==> config.mk <==
export PLATFORM = sky130hd
export DESIGN_NAME = mips_cpu_control_fsm
export DESIGN_NICKNAME = d
export VERILOG_FILES = /design/src/rtl/mips_cpu_control_fsm.sv
export SDC_FILE = /design/constraint.sdc
export NUM_CORES = 1
export LEC_CHECK = 0
export BUFFER_PORTS_ARGS = -buffer_cell sky130_fd_sc_hd__buf_2
export CAP_MARGIN = 25
export CELL_PAD_IN_SITES_DETAIL_PLACEMENT = 2
export CELL_PAD_IN_SITES_GLOBAL_PLACEMENT = 2
export CORE_UTILIZATION = 24
export DETAILED_ROUTE_END_ITERATION = 8
export GPL_TIMING_DRIVEN = 0
export PLACE_DENSITY_LB_ADDON = 0.1
export SLEW_MARGIN = 10
export SYNTH_ARGS = -nofsm -noshare
export SYNTH_HDL_FRONTEND = slang
export SYNTH_SLANG_ARGS = --single-unit
==> constraint.sdc <==
create_clock -name clk -period 2.63 [get_ports clk]
set_input_delay 0.1315 -clock clk [delete_from_list [all_inputs] [get_ports clk]]
set_output_delay 0.1315 -clock clk [all_outputs]
set_load 0.05 [all_outputs]
==> src/rtl/mips_cpu_control_fsm.sv <==
// Multi-cycle sequencing controller for the MIPS CPU.
// Decides when the bus is strobed, when the IR/PC/register file are written,
// implements the branch delay slot and interlocks HI/LO against the
// mult/div unit. Field-level datapath selects stay with the decoder.
//
// Bus handshake: a request (mem_read or mem_write) is held steady for as long
// as waitrequest=1; the transfer completes in the first cycle the request is
// high and waitrequest=0, and every side effect of that transfer (ir_write,
// reg_write, pc_write) is asserted in that same cycle only.
module mips_cpu_control_fsm #(
    parameter int MULT_CYCLES     = 2,
    parameter int DIV_CYCLES      = 32,
    parameter bit HALT_ON_ILLEGAL = 1'b1
) (
    input  logic        clk,
    input  logic        rst_n,
    input  logic [31:0] instr,
    input  logic        waitrequest,
    input  logic        alu_cond,
    input  logic        target_zero,
    output logic        active,
    output logic        fault,
    output logic        mem_read,
    output logic        mem_write,
    output logic        addr_sel,
    output logic        ir_write,
    output logic        pc_write,
    output logic        pc_src,
    output logic        target_write,
    output logic        reg_write,
    output logic        spc_reg_write,
    output logic        muldiv_start,
    output logic        muldiv_busy,
    // Current state: 0 = FETCH, 1 = EXEC, 2 = MEM, 3 = HALTED
    output logic [1:0]  dbg_state
);

    typedef enum logic [1:0] {
        S_FETCH  = 2'd0,
        S_EXEC   = 2'd1,
        S_MEM    = 2'd2,
        S_HALTED = 2'd3
    } state_t;

    localparam logic [5:0] L_MULT_CNT = 6'(MULT_CYCLES);
    localparam logic [5:0] L_DIV_CNT  = 6'(DIV_CYCLES);

    state_t     r_state;
    state_t     w_state_next;
    logic       r_pending;        // a taken branch/jump target waits for the delay slot
    logic       r_halt_pending;   // halt once the delay slot completes
    logic       r_fault;
    logic [5:0] r_busy_cnt;

    logic       w_pending_next;
    logic       w_halt_pending_next;
    logic       w_fault_next;

    logic [5:0] w_opcode;
    logic [5:0] w_funct;
    logic [4:0] w_rt;
    logic       w_unused_instr_bits;

    logic       w_is_alu;
    logic       w_is_load;
    logic       w_is_store;
    logic       w_is_branch;
    logic       w_is_jump;
    logic       w_is_link;
    logic       w_is_muldiv;
    logic       w_is_mul;
    logic       w_is_mfhilo;
    logic       w_is_mthilo;
    logic       w_is_illegal;

    logic       w_busy;
    logic       w_in_exec;
    logic       w_ds_fault;
    logic       w_exec_stall;
    logic       w_illegal_halt;
    logic       w_exec_done;
    logic       w_mem_done;
    logic       w_complete;
    logic       w_set_pending;
    logic       w_set_halt;
    logic       w_start;

    assign w_opcode            = instr[31:26];
    assign w_rt                = instr[20:16];
    assign w_funct             = instr[5:0];
    assign w_unused_instr_bits = ^{instr[25:21], instr[15:6]};

    // Classify the instruction register into the sequencing classes
    always_comb begin
        w_is_alu     = 1'b0;
        w_is_load    = 1'b0;
        w_is_store   = 1'b0;
        w_is_branch  = 1'b0;
        w_is_jump    = 1'b0;
        w_is_link    = 1'b0;
        w_is_muldiv  = 1'b0;
        w_is_mul     = 1'b0;
        w_is_mfhilo  = 1'b0;
        w_is_mthilo  = 1'b0;
        w_is_illegal = 1'b0;
        case (w_opcode)
            6'h00: begin
                case (w_funct)
                    6'h00, 6'h02, 6'h03, 6'h04, 6'h06, 6'h07,
                    6'h20, 6'h21, 6'h22, 6'h23, 6'h24, 6'h25,
                    6'h26, 6'h27, 6'h2A, 6'h2B: w_is_alu = 1'b1;
                    6'h08: w_is_jump = 1'b1;
                    6'h09: begin
                        w_is_jump = 1'b1;
                        w_is_link = 1'b1;
                    end
                    6'h10, 6'h12: w_is_mfhilo = 1'b1;
                    6'h11, 6'h13: w_is_mthilo = 1'b1;
                    6'h18, 6'h19: begin
                        w_is_muldiv = 1'b1;
                        w_is_mul    = 1'b1;
                    end
                    6'h1A, 6'h1B: w_is_muldiv = 1'b1;
                    default: w_is_illegal = 1'b1;
                endcase
            end
            6'h01: begin
                case (w_rt)
                    5'h00, 5'h01: w_is_branch = 1'b1;
                    5'h10, 5'h11: begin
                        w_is_branch = 1'b1;
                        w_is_link   = 1'b1;
                    end
                    default: w_is_illegal = 1'b1;
                endcase
            end
            6'h02: w_is_jump = 1'b1;
            6'h03: begin
                w_is_jump = 1'b1;
                w_is_link = 1'b1;
            end
            6'h04, 6'h05, 6'h06, 6'h07: w_is_branch = 1'b1;
            6'h08, 6'h09, 6'h0A, 6'h0B,
            6'h0C, 6'h0D, 6'h0E, 6'h0F: w_is_alu = 1'b1;
            6'h20, 6'h21, 6'h22, 6'h23,
            6'h24, 6'h25, 6'h26: w_is_load = 1'b1;
            6'h28, 6'h29, 6'h2A, 6'h2B, 6'h2E: w_is_store = 1'b1;
            default: w_is_illegal = 1'b1;
        endcase
    end

    assign w_busy         = (r_busy_cnt != 6'd0);
    assign w_in_exec      = (r_state == S_EXEC);
    // Any control transfer inside a delay slot is architecturally undefined: stop.
    assign w_ds_fault     = w_in_exec && (w_is_branch || w_is_jump) && r_pending;
    assign w_exec_stall   = w_in_exec && (w_is_muldiv || w_is_mfhilo || w_is_mthilo) && w_busy;
    assign w_illegal_halt = w_in_exec && w_is_illegal && HALT_ON_ILLEGAL;
    assign w_exec_done    = w_in_exec && !w_is_load && !w_is_store && !w_ds_fault
                            && !w_exec_stall && !w_illegal_halt;
    assign w_mem_done     = (r_state == S_MEM) && !waitrequest;
    assign w_complete     = w_exec_done || w_mem_done;
    assign w_set_pending  = w_exec_done && ((w_is_branch && alu_cond) || w_is_jump);
    assign w_set_halt     = w_exec_done && w_is_jump && target_zero;
    assign w_start        = rst_n && w_exec_done && w_is_muldiv;

    // State, delay-slot/halt flags, fault flag and mult/div busy counter
    always_ff @(posedge clk) begin
        if (!rst_n) begin
            r_state        <= S_FETCH;
            r_pending      <= 1'b0;
            r_halt_pending <= 1'b0;
            r_fault        <= 1'b0;
            r_busy_cnt     <= 6'd0;
        end else begin
            r_state        <= w_state_next;
            r_pending      <= w_pending_next;
            r_halt_pending <= w_halt_pending_next;
            r_fault        <= w_fault_next;
            if (w_start) begin
                r_busy_cnt <= w_is_mul ? L_MULT_CNT : L_DIV_CNT;
            end else if (w_busy) begin
                r_busy_cnt <= r_busy_cnt - 6'd1;
            end
        end
    end

    // Next state and next flag values
    always_comb begin
        w_state_next        = r_state;
        w_pending_next      = r_pending;
        w_halt_pending_next = r_halt_pending;
        w_fault_next        = r_fault;
        case (r_state)
            S_FETCH: begin
                if (!waitrequest) begin
                    w_state_next = S_EXEC;
                end
            end
            S_EXEC: begin
                if (w_ds_fault || w_illegal_halt) begin
                    w_state_next = S_HALTED;
                    w_fault_next = 1'b1;
                end else if (w_is_load || w_is_store) begin
                    w_state_next = S_MEM;
                end
            end
            S_MEM:    w_state_next = r_state;
            S_HALTED: w_state_next = S_HALTED;
            default:  w_state_next = S_FETCH;
        endcase
        // Completion: the delay-slot flag is replaced by this instruction's own,
        // and a halt requested by an earlier jump takes effect now.
        if (w_complete) begin
            w_pending_next = w_set_pending;
            if (r_halt_pending) begin
                w_halt_pending_next = 1'b0;
                w_state_next        = S_HALTED;
            end else begin
                w_halt_pending_next = w_set_halt;
                w_state_next        = S_FETCH;
            end
        end
    end

    // Strobes, all combinational and forced low while reset is held
    always_comb begin
        active        = 1'b0;
        mem_read      = 1'b0;
        mem_write     = 1'b0;
        addr_sel      = 1'b0;
        ir_write      = 1'b0;
        pc_write      = 1'b0;
        pc_src        = 1'b0;
        target_write  = 1'b0;
        reg_write     = 1'b0;
        spc_reg_write = 1'b0;
        muldiv_start  = 1'b0;
        if (rst_n) begin
            active = (r_state != S_HALTED);
            case (r_state)
                S_FETCH: begin
                    mem_read = 1'b1;
                    ir_write = !waitrequest;
                end
                S_EXEC: begin
                    if (w_exec_done) begin
                        pc_write      = 1'b1;
                        pc_src        = r_pending;
                        target_write  = w_set_pending;
                        reg_write     = w_is_alu || w_is_link || w_is_mfhilo;
                        spc_reg_write = w_is_mthilo;
                        muldiv_start  = w_is_muldiv;
                    end
                end
                S_MEM: begin
                    addr_sel  = 1'b1;
                    mem_read  = w_is_load;
                    mem_write = w_is_store;
                    if (w_mem_done) begin
                        pc_write  = 1'b1;
                        pc_src    = r_pending;
                        reg_write = w_is_load;
                    end
                end
                default: active = 1'b0;
            endcase
        end
    end

    assign fault       = r_fault;
    assign muldiv_busy = w_busy;
    assign dbg_state   = r_state;

endmodule

==> flow_summary.toml <==
[run_status]
status = "finished clean"

[synth]
synth_edf_count = 0
async_flop_share = 0
yosysWarnings = 0
synth_ff_type = "dfxtp_1"
avgSynthCellArea_um2 = 7.307
yosys.area.top_type = "dfxtp_1"
synth_nets = 192
mappedNetlistArea_um2 = 1096
synth_common_cells = "nor2_1, a21oi_1, nand2_1, dfxtp_1"
ys_seq_area_frac = 0.2009
yosysMostFrequentCell = "nor2_1"
synth_cell_types = 44
synth_area_leaders = "dfxtp_1, ha_1, a21oi_1"
netlist_instances = 150
synth_top_area_frac = 0.2009
synth_seq_cells = 11

[cts]
path_clk_slew_ns = 0.05
cts-root-buf = "clkbuf_8"
hold_buffers = 0
clockBufferDepth = 2
clk_latency_ns = 0.24
cts_made_buffers = 3
cts.sinks = 11
cts_tree = "done"
h-tree-depth = 1

[global_routing]
grt_max_degree = 11
grt_pass1_vias = 1367
grt_overflow_total = 0
grt_util_all_layers = 0.1639
grt_first_pass_wirelength_um = 6430
grt_antenna_before_repair = 0

[cells_and_area]
drive_gt1_frac = 0.3196
fin_area_um2 = 1505
finalNetCount = 237
antenna_cells = 0
syn_to_final_growth_pct = 37.33

[routing]
wl_per_cell_um = 14.98
avgViaCountPerCell = 5.195
drt-pass1-iter-count = 4
wirelength_um = 3685
drtAntennaViolNets = 0
initialDrtViolationCount = 48
drc_errors = 0
vias = 1278

[power]
seqPwrFrac = 0.216
power_density_nw_per_um2 = 802.5
switching_share = 0.4744
p_switching_uw = 573.0
combPwrFrac = 0.641
power.share.clock = 0.143
ir_drop_mv = 0.2070
p_int_uw = 634.9
power.static_leakage_uw = 0.0006158

[worst_setup_path]
rrSetupSlack_ns = 0.13
setup.worst_path.class = "flip-flop to output pin"
cp_max_fo = 3
crit_arrival_ns = 2.46
critPathCaptureType = "output pin"
cp.required_ns = 2.50
worstSetupStartpointType = "flip-flop"

[timing]
slew_violations = 0
finalHoldViolations = 0
period_needed_ns = 2.594
rsz0062_at_grt = "true"
setup_viol = 0
clock.fmax_ghz = 0.3855
min_period_over_period = 0.9864
clock_skew_ns = 0.004633
holdWs_ns = 0.2639
final.setup.tns_ns = 0
worstMarginPinSlew_ns = 0.6653
max_slew_margin = 0.5508

[die]
rows = 24
dieHeight_um = 69.58
initial_core_util = 0.2500
ios = 52
die-width_um = 69.58
die_area_um2 = 4841
core-area_um2 = 4384

[placement]
gp_congestion = 0.7587
hpwlAfterDp_um = 2903
port_buffers = 31
place_area_um2 = 1331

[hold_path]
hold_class = "primary input to flip-flop"

[flow_run]
cap_violations = 0
[flip-flops by register name, summed over array words and instances (netlist names)]
| register | cells |
|---|---|
| r_pending | 1 |
| r_halt_pending | 1 |
| dbg_state | 2 |
| r_busy_cnt | 6 |
| fault | 1 |
[critical path: stages, from the launching register on]
cell      delay (ns)
dfxtp_2         0.32
inv_2           0.07
ha_4            0.12
or3b_4          0.39
nor3_4          0.21
o221ai_4        0.17
or3_4           0.45
o21ai_2         0.11
and4_1          0.20
buf_6           0.16
[logic make-up (layout without fill, tap and decap cells)]
kind of cell / after synthesis / in the layout / share of synthesized area
buf+inv: 15 / 59 / 0.06050
compound gates: 40 / 40 / 0.2489
flops: 11 / 11 / 0.2009
mux: 1 / 1 / 0.009133
fa+ha+maj: 5 / 5 / 0.05708
xor+xnor: 2 / 2 / 0.01598
simple gates: 76 / 76 / 0.4075
[per-layer routing]
layer,global-route usage,vias up,share of wire
met5,0,-,0
met3,0.02907,0,0.034
met4,0.02041,0,0
li1,-,639,-
met2,0.2837,24,0.50
met1,0.2174,615,0.47
[final cells by class]
| type | instances | area, um2 |
|---|---|---|
| Sequential cell | 11 | 222.7 |
| Timing Repair Buffer | 41 | 239.0 |
| Multi-Input combinational cell | 124 | 872.1 |
| Fill cell | 537 | 2879 |
| Buffer | 6 | 31.28 |
| Inverter | 8 | 30.03 |
| Clock buffer | 4 | 45.04 |
| Tap cell | 52 | 65.06 |
[metrics by stage]
step / cells / power, uW / util / setup WS, ns
finish: 246 / 1208 / 0.3433 / 0.03567
global route: 246 / 1318 / 0.3433 / -0.08912
CTS: 245 / 1216 / 0.3405 / -0.08111
detailed placement: 233 / 919.1 / 0.3037 / -0.2316
global placement: 233 / 892.1 / 0.3037 / -0.2037
floorplan: 150 / 752.3 / - / -0.2076
[power groups by stage]
stage          sequential [uW]  clock, uW  combinational (uW)
2_1_floorplan              301          0                 451
3_3_place_gp               259          0                 633
3_5_place_dp               262          0                 657
4_1_cts                    262        178                 777
5_1_grt                    270        192                 857
6_report                   261        173                 774
[path summary, 6_finish.rpt]
path	depth (start not counted)	start	end
hold / removal	4	rst_n	dbg_state[0]
setup reg to reg	11	r_busy_cnt[0]	r_busy_cnt[1]
setup / recovery	9	r_busy_cnt[0]	pc_src
hold reg to reg	2	fault	fault
[layout by cell type (no fill, tap or decap), types with 6 or more instances in the layout]
cell type / Yosys / final
nor3_1: 8 / 7
buf_2: 2 / 30
dfxtp_1: 11 / 9
o21ai_0: 8 / 8
nor2_1: 15 / 15
a21oi_1: 12 / 11
buf_4: 2 / 13
inv_1: 8 / 6
nand2_1: 12 / 12
nand3_1: 6 / 6
nor3b_1: 7 / 7
[repair_timing]
action | 4_1_cts | 5_1_grt
setup buffers | 8 | 2
endpoints found under the hold margin | 0 | 0
pin swaps | 6 | 4
gates resized for setup | 14 | 2
setup endpoints to repair | 6 | 5
Note: power is estimated with default switching activity, not from simulation.
